<file path="src/rtl/reverb_fir_stream_arbiter.sv">
// Two-channel burst arbiter feeding a single FIR sink stream, with a small
// control slave for enable/burst length, per-channel transfer counters and status.
module reverb_fir_stream_arbiter #(
  parameter int DATA_W = 32
) (
  input  logic              wrclock,
  input  logic              reset_n,
  input  logic              ch0_valid,
  input  logic [DATA_W-1:0] ch0_data,
  output logic              ch0_ready,
  input  logic              ch1_valid,
  input  logic [DATA_W-1:0] ch1_data,
  output logic              ch1_ready,
  output logic              fir_valid,
  output logic [DATA_W-1:0] fir_data,
  output logic              fir_channel,
  input  logic              fir_ready,
  input  logic [1:0]        ctrl_address,
  input  logic              ctrl_write,
  input  logic              ctrl_read,
  input  logic [31:0]       ctrl_writedata,
  output logic [31:0]       ctrl_readdata
);

  // state  | meaning
  // IDLE   | no owner, waiting for a valid requester while enabled
  // GRANT0 | ch0 owns the sink for the current burst
  // GRANT1 | ch1 owns the sink for the current burst
  typedef enum logic [1:0] {
    IDLE   = 2'd0,
    GRANT0 = 2'd1,
    GRANT1 = 2'd2
  } state_t;

  state_t      state_q;
  logic        last_q;
  logic [3:0]  len_q;
  logic [3:0]  beat_q;
  logic        en_q,  en_d;
  logic [3:0]  blen_q, blen_d;
  logic [31:0] cnt0_q, cnt1_q;
  logic [31:0] rdata_q;

  logic wr_ctrl, grant0, grant1, cur_valid, oth_valid, xfer, burst_end;
  logic unused_wdata;

  assign unused_wdata = ^{ctrl_writedata[31:8], ctrl_writedata[3:1]};

  // A CTRL write in the same cycle as a grant decision must steer that decision.
  assign wr_ctrl = ctrl_write && (ctrl_address == 2'd0);
  assign en_d    = wr_ctrl ? ctrl_writedata[0]   : en_q;
  assign blen_d  = wr_ctrl ? ctrl_writedata[7:4] : blen_q;

  assign grant0    = (state_q == GRANT0);
  assign grant1    = (state_q == GRANT1);
  assign cur_valid = grant1 ? ch1_valid : ch0_valid;
  assign oth_valid = grant1 ? ch0_valid : ch1_valid;
  assign xfer      = fir_valid && fir_ready;
  assign burst_end = (grant0 || grant1) &&
                     ((xfer && (beat_q == len_q)) || (!cur_valid && oth_valid));

  always_comb begin
    fir_valid   = 1'b0;
    fir_data    = '0;
    fir_channel = last_q;
    ch0_ready   = 1'b0;
    ch1_ready   = 1'b0;
    case (state_q)
      GRANT0: begin
        fir_valid   = ch0_valid;
        fir_data    = ch0_data;
        fir_channel = 1'b0;
        ch0_ready   = fir_ready;
      end
      GRANT1: begin
        fir_valid   = ch1_valid;
        fir_data    = ch1_data;
        fir_channel = 1'b1;
        ch1_ready   = fir_ready;
      end
      default: ;
    endcase
  end

  always_ff @(posedge wrclock or negedge reset_n) begin
    if (!reset_n) begin
      state_q <= IDLE;
      last_q  <= 1'b1;
      len_q   <= '0;
      beat_q  <= '0;
    end else begin
      case (state_q)
        IDLE: begin
          if (en_d && (ch0_valid || ch1_valid)) begin
            if (ch0_valid && ch1_valid) state_q <= last_q ? GRANT0 : GRANT1;
            else if (ch0_valid)         state_q <= GRANT0;
            else                        state_q <= GRANT1;
            len_q  <= blen_d;
            beat_q <= '0;
          end
        end
        GRANT0, GRANT1: begin
          if (burst_end) begin
            last_q <= grant1;
            if (en_d && oth_valid) begin
              state_q <= grant1 ? GRANT0 : GRANT1;
              len_q   <= blen_d;
              beat_q  <= '0;
            end else if (en_d && cur_valid) begin
              len_q  <= blen_d;
              beat_q <= '0;
            end else begin
              state_q <= IDLE;
              beat_q  <= '0;
            end
          end else if (xfer) begin
            beat_q <= beat_q + 4'd1;
          end
        end
        default: state_q <= IDLE;
      endcase
    end
  end

  always_ff @(posedge wrclock or negedge reset_n) begin
    if (!reset_n) begin
      en_q    <= 1'b0;
      blen_q  <= 4'd3;
      cnt0_q  <= '0;
      cnt1_q  <= '0;
      rdata_q <= '0;
    end else begin
      en_q   <= en_d;
      blen_q <= blen_d;
      if (ctrl_write && (ctrl_address == 2'd1)) cnt0_q <= '0;
      else if (xfer && grant0)                  cnt0_q <= cnt0_q + 32'd1;
      if (ctrl_write && (ctrl_address == 2'd2)) cnt1_q <= '0;
      else if (xfer && grant1)                  cnt1_q <= cnt1_q + 32'd1;
      if (ctrl_read) begin
        case (ctrl_address)
          2'd0:    rdata_q <= {24'd0, blen_q, 3'd0, en_q};
          2'd1:    rdata_q <= cnt0_q;
          2'd2:    rdata_q <= cnt1_q;
          default: rdata_q <= {29'd0, last_q, state_q};
        endcase
      end
    end
  end

  assign ctrl_readdata = rdata_q;

endmodule

</file>
<file path="config.mk">
export PLATFORM = sky130hd
export DESIGN_NAME = reverb_fir_stream_arbiter
export DESIGN_NICKNAME = d
export VERILOG_FILES = /design/src/rtl/reverb_fir_stream_arbiter.sv
export SDC_FILE = /design/constraint.sdc
export NUM_CORES = 1
export LEC_CHECK = 0
export CAP_MARGIN = 40
export CORE_ASPECT_RATIO = 1.5
export CORE_MARGIN = 3
export CORE_UTILIZATION = 35
export DETAILED_ROUTE_END_ITERATION = 10
export PLACE_DENSITY = 0.72
export RECOVER_POWER = 50
export SLEW_MARGIN = 5
export SYNTH_ARGS = -nofsm -noshare
export SYNTH_HDL_FRONTEND = slang
export SYNTH_SLANG_ARGS = --single-unit
</file>
<file path="constraint.sdc">
create_clock -name wrclock -period 3.05 [get_ports wrclock]
set_input_delay 0.4575 -clock wrclock [delete_from_list [all_inputs] [get_ports wrclock]]
set_output_delay 0.4575 -clock wrclock [all_outputs]
set_load 0.05 [all_outputs]
</file>
### Word level (Yosys, flattened, before mapping)

Cells that the tools add are included.

* register bits: 112
* output and inout port bits: 68
* input port bits: 105

* $add $sub $neg: 3
* muxes and demuxes: 32
* reductions and logical operators: 27
* equality and inequality tests: 10

Operator list (count)
* 2-to-1 mux 32 bit: 4
* one-hot mux 32 bit (3 select lines): 1
* adder 32 x 1 -> 32 bit (second input constant): 2
* one-hot mux 32 bit (2 select lines): 1
* 2-to-1 mux 4 bit: 8
* 2-to-1 mux 2 bit: 8
* one-hot mux 4 bit (2 select lines): 2
* logical AND 1 bit: 13
* inequality test 3 bit (second input constant): 3
* AND reduction 3 bit: 2
* nonzero test 2 bit: 3
* 2-to-1 mux 1 bit: 5
* adder 4 x 1 -> 4 bit (second input constant): 1
* equality test 2 x 1 -> 1 bit (second input constant): 2
* equality test 2 bit (second input constant): 2
* equality test 4 bit: 1
* zero test 2 bit: 2
* inequality test 2 bit (second input constant): 2
* one-hot mux 1 bit (2 select lines): 2
* one-hot mux 2 bit (2 select lines): 1
* AND reduction 4 bit: 1
* logical OR 1 bit: 3
* AND reduction 2 bit: 1
* OR reduction 2 bit: 1
* zero test 1 bit: 1

### Longest topological paths before layout

Gate-level depths: netlist of run 1.

* depth after elaboration: 8
* gate-level depth with buffers: 9

### Worst setup path after synthesis of run 1

OpenSTA, ideal clock, no wires.

* kind: reg-to-output
* from: reg state_q[0]
* to: out fir_data[0]
* arrival: 1.962 ns
* cell stages (with the launch flop): 8
* buffers on the path: 3
* setup slack: 0.630 ns
* required time: 2.592 ns
* path through: dfrtp_1 -> inv_1 -> ha_1 -> buf_2 -> and2_1 -> clkbuf_1 -> clkbuf_1 -> a22o_1

* longest elaborated chain between the ends: 2
* elaborated cells on any way between the ends: 3
* classes of those cells: eq/ne: 2; mux: 1

Ends and longest elaborated chain
* start: declaration: line 35 `state_t state_q;`
* start signal: assignment: line 95 `if (ch0_valid && ch1_valid) state_q <= last_q ? GRANT0 : GRANT1;`
* start signal: assignment: line 106 `state_q <= grant1 ? GRANT0 : GRANT1;`
* equality test 2 bit / equality test 2 x 1 -> 1 bit (equally long branches): line 68 `case (state_q)`
* one-hot mux 32 bit (2 select lines) *: line 68
* end: declaration: line 15 `output logic [DATA_W-1:0] fir_data,`

Mark *: on every way between the ends. The rest lies on a longest branch, timed or not.

### Worst setup path in the final report of run 1

* from: in ctrl_write
* to: reg len_q[3]

* longest elaborated chain between the ends: 6
* elaborated cells on any way between the ends: 14
* classes of those cells: eq/ne: 2; mux: 7; reduce/logical: 5

Ends and longest elaborated chain
* start: declaration: line 19 `input logic ctrl_write,`
* logical AND 1 bit *: line 50 `assign wr_ctrl = ctrl_write && (ctrl_address == 2'd0);`
* 2-to-1 mux 1 bit *: line 51 `assign en_d = wr_ctrl ? ctrl_writedata[0] : en_q;`
* named net en_d: line 39 `logic en_q, en_d;`
* logical AND 1 bit: line 105 `if (en_d && oth_valid) begin`
* 2-to-1 mux 4 bit: line 105
* 2-to-1 mux 4 bit: line 103 `if (burst_end) begin`
* one-hot mux 4 bit (2 select lines): line 92 `case (state_q)`
* end signal: assignment: line 98 `len_q <= blen_d;`
* end signal: assignment: line 107 `len_q <= blen_d;`
* end signal: assignment: line 110 `len_q <= blen_d;`
* end: declaration: line 37 `logic [3:0] len_q;`

The timed path passes the listed nets; every way through them passes the cells marked *. The select of a mux whose other input is x is not followed.
A chain may end at the register's enable or synchronous reset.

==> results.cfg, run 1 <==
[setup_path]
cp_slowest_stage_delay_ps = 760
cp_max_fo = 6
critPathKind = primary input to flop
worstPathCellList = dlygate4sd3_1 -> nor3b_1 -> mux2_1 -> o211ai_1 -> or2_0 -> mux2_2
crit_family = simple AND/OR/NAND/NOR gates
worstSetupStartpointType = primary input
critical_path_required_ps = 3280
end_kind = flop
crit_buf_inv = 1
critical-path-slowest-cell = nor3b_1
worstPathArrival_ps = 3150

[finish]
antenna_cells = 0
syn_to_final_growth_pct = 35.8
final_common_cell = dfrtp_1
layout-drive-gt1-share = 0.112
final_cell_mix = dfrtp_1 (109), clkdlybuf4s50_1 (107), nor2_1 (80), a21oi_1 (66), xor2_1 (34)
final_nets = 884
final_area_um2 = 8340

[clock_tree]
max-clock-path-buffers = 2
cts_root_buf = clkbuf_16
clkLatencyLatePin_ps = 350
cts_buffers = 9
cts_sinks = 112
cts.clk_slew.worst_paths_ps = 70
cts.repair.resized = 0
hold_buffers = 0
htreeDepth = 3
postCtsSetupRepairBufs = 0
cts_tree = done

[logic_synthesis]
synthTopCellsByArea = dfrtp_1 (44%), a21oi_1 (5.4%), nor2_1 (4.9%)
synthDistinctLibCells = 59
synth_top_area_frac = 0.444
synth_area_um2 = 6140
synth_fp_nets = 758
synthCells = 646
synthArstFlopShare = 1.00
ys_ff_latch = 112
synth.avg_cell_area_um2 = 9.51
yosysSeqAreaShare = 0.457
synth_top_area_cell = dfrtp_1
synth_edf_count = 0
synthFlopType = dfrtp_1
yosys_warnings = 0

[sta]
max_freq_ghz = 0.343
holdWs_ps = 407
period_minus_slack_ps = 2920
finalHoldViolations = 0
rsz0062_at_grt = false
finClkSkew_ps = 9.28
slew_headroom = 0.0528
worstMarginPinSlew_ps = 1420
maxSlewViolCount = 0
finalSetupViolCount = 0
final.setup.tns_ps = 0
finalCritPeriodShare = 0.957

[detailed_routing]
first_iter_violations = 405
vias_per_cell = 5.53
drt_wl_total_um = 16800
drcViolationCount = 0
ant_nets = 0
vias = 5453
wl_per_cell_um = 17.0
firstDrtPassIters = 5

[global_routing]
antenna_found_initial = 0
grt_pass1_vias = 5423
overflow = 0
grt_usage = 0.177
grt_max_degree = 54
grt_pass1_wl_um = 27200

[die]
core_um2 = 17000
die_w_um = 114
fp-row-count = 58
start_util = 0.362
die-area_um2 = 19200
dieHeight_um = 168
io_pins = 173

[placed_design]
placed_area_um2 = 8090
port-buffer-count = 145
hpwl_um = 12800
place_congestion = 0.807

[flow_run]
maxCapViolCount = 0

[pwr]
ir_drop_v = 0.000500
p_total_mw = 5.38
leakage_nw = 3.44
powerDensity_nw_per_um2 = 645

[worst_hold_path]
hp-class = primary input to async pin

[outcome]
outcome = completed
## power breakdown
part	internal (mW)	switching, mW
sequential	1.61	0.107
clock	0.638	0.553
combinational	1.08	1.39
total	3.33	2.05
## metal layers
layer  wire length, µm  GRT usage
met4               510     0.0693
met3              1200     0.0449
met2              8900      0.319
met1              6150      0.196
met5                 0          0
## Yosys cell counts (13+ instances only)
library cell,n
dfrtp_1,109
nor2_1,80
a21oi_1,66
xor2_1,34
a22o_1,33
nand4_1,31
a22oi_1,30
clkbuf_1,29
o21ai_0,28
nand2_1,25
or3_1,22
nand3_1,20
inv_1,15
and3_1,13
mux2_2,13
## cell type report
type	instances	area, µm²
clock inverters	6	67.6
multi-input cells	475	3070
repair buffers	159	1860
clock buffers	9	225
flip-flops and latches	112	2810
fillers	1611	8640
inverters	15	56.3
well taps	210	263
## through the flow
stage | util | setup WS, ps | instances
4_1_cts | 0.493 | 129 | 986
3_3_place_gp | 0.476 | 311 | 971
6_report | 0.491 | 132 | 986
3_5_place_dp | 0.476 | 302 | 971
2_1_floorplan | - | 630 | 646
5_1_grt | 0.491 | 14.7 | 986
## final timing paths
kind                                   startpoint           endpoint  slack [ps]  cells past startpoint
worst max-delay path                   ctrl_write           len_q[3]         130                      6
worst min-delay path                      reset_n         cnt0_q[23]         410                      1
worst max register to register         state_q[0]           len_q[3]         490                      7
worst min register to register  ctrl_readdata[25]  ctrl_readdata[25]         520                      2
max in group asynchronous                 reset_n  ctrl_readdata[23]         890                      2
min in group wrclock            ctrl_readdata[25]  ctrl_readdata[25]         520                      2
## state kept, by name, indices dropped and copies added (netlist names)
register,flops
blen_q,4
en_q,1
beat_q,4
last_q,1
ctrl_readdata,32
len_q,4
cnt0_q,32
state_q,2
cnt1_q,32
## worst register-to-register path, delay by kind of cell (launching register included)
family | cells | cell delay, ps
simple gates | 2 | 560
fa+ha+maj | 1 | 520
compound gates | 2 | 490
flops | 1 | 400
mux | 1 | 380
buf+inv | 1 | 90
## logic make-up after synthesis
| logic type | synth area share |
|---|---|
| AO/OA/AOI/OAI | 0.183 |
| XOR/XNOR | 0.0585 |
| adder cells (fa/ha/maj) | 0.0143 |
| buffers and inverters | 0.0420 |
| flip-flops | 0.457 |
| multiplexers | 0.0414 |
| AND/OR/NAND/NOR | 0.204 |
Note: power is estimated with default switching activity, not from simulation.
==> run 2, diff against run 1 <==
--- a/config.mk
+++ b/config.mk
@@ -12,7 +12,6 @@
 export DETAILED_ROUTE_END_ITERATION = 10
 export PLACE_DENSITY = 0.72
 export RECOVER_POWER = 50
-export SLEW_MARGIN = 5
 export SYNTH_ARGS = -nofsm -noshare
 export SYNTH_HDL_FRONTEND = slang
 export SYNTH_SLANG_ARGS = --single-unit
==> results of run 2 <==
Final layout, timing and power as in run 1 (identical DEF).
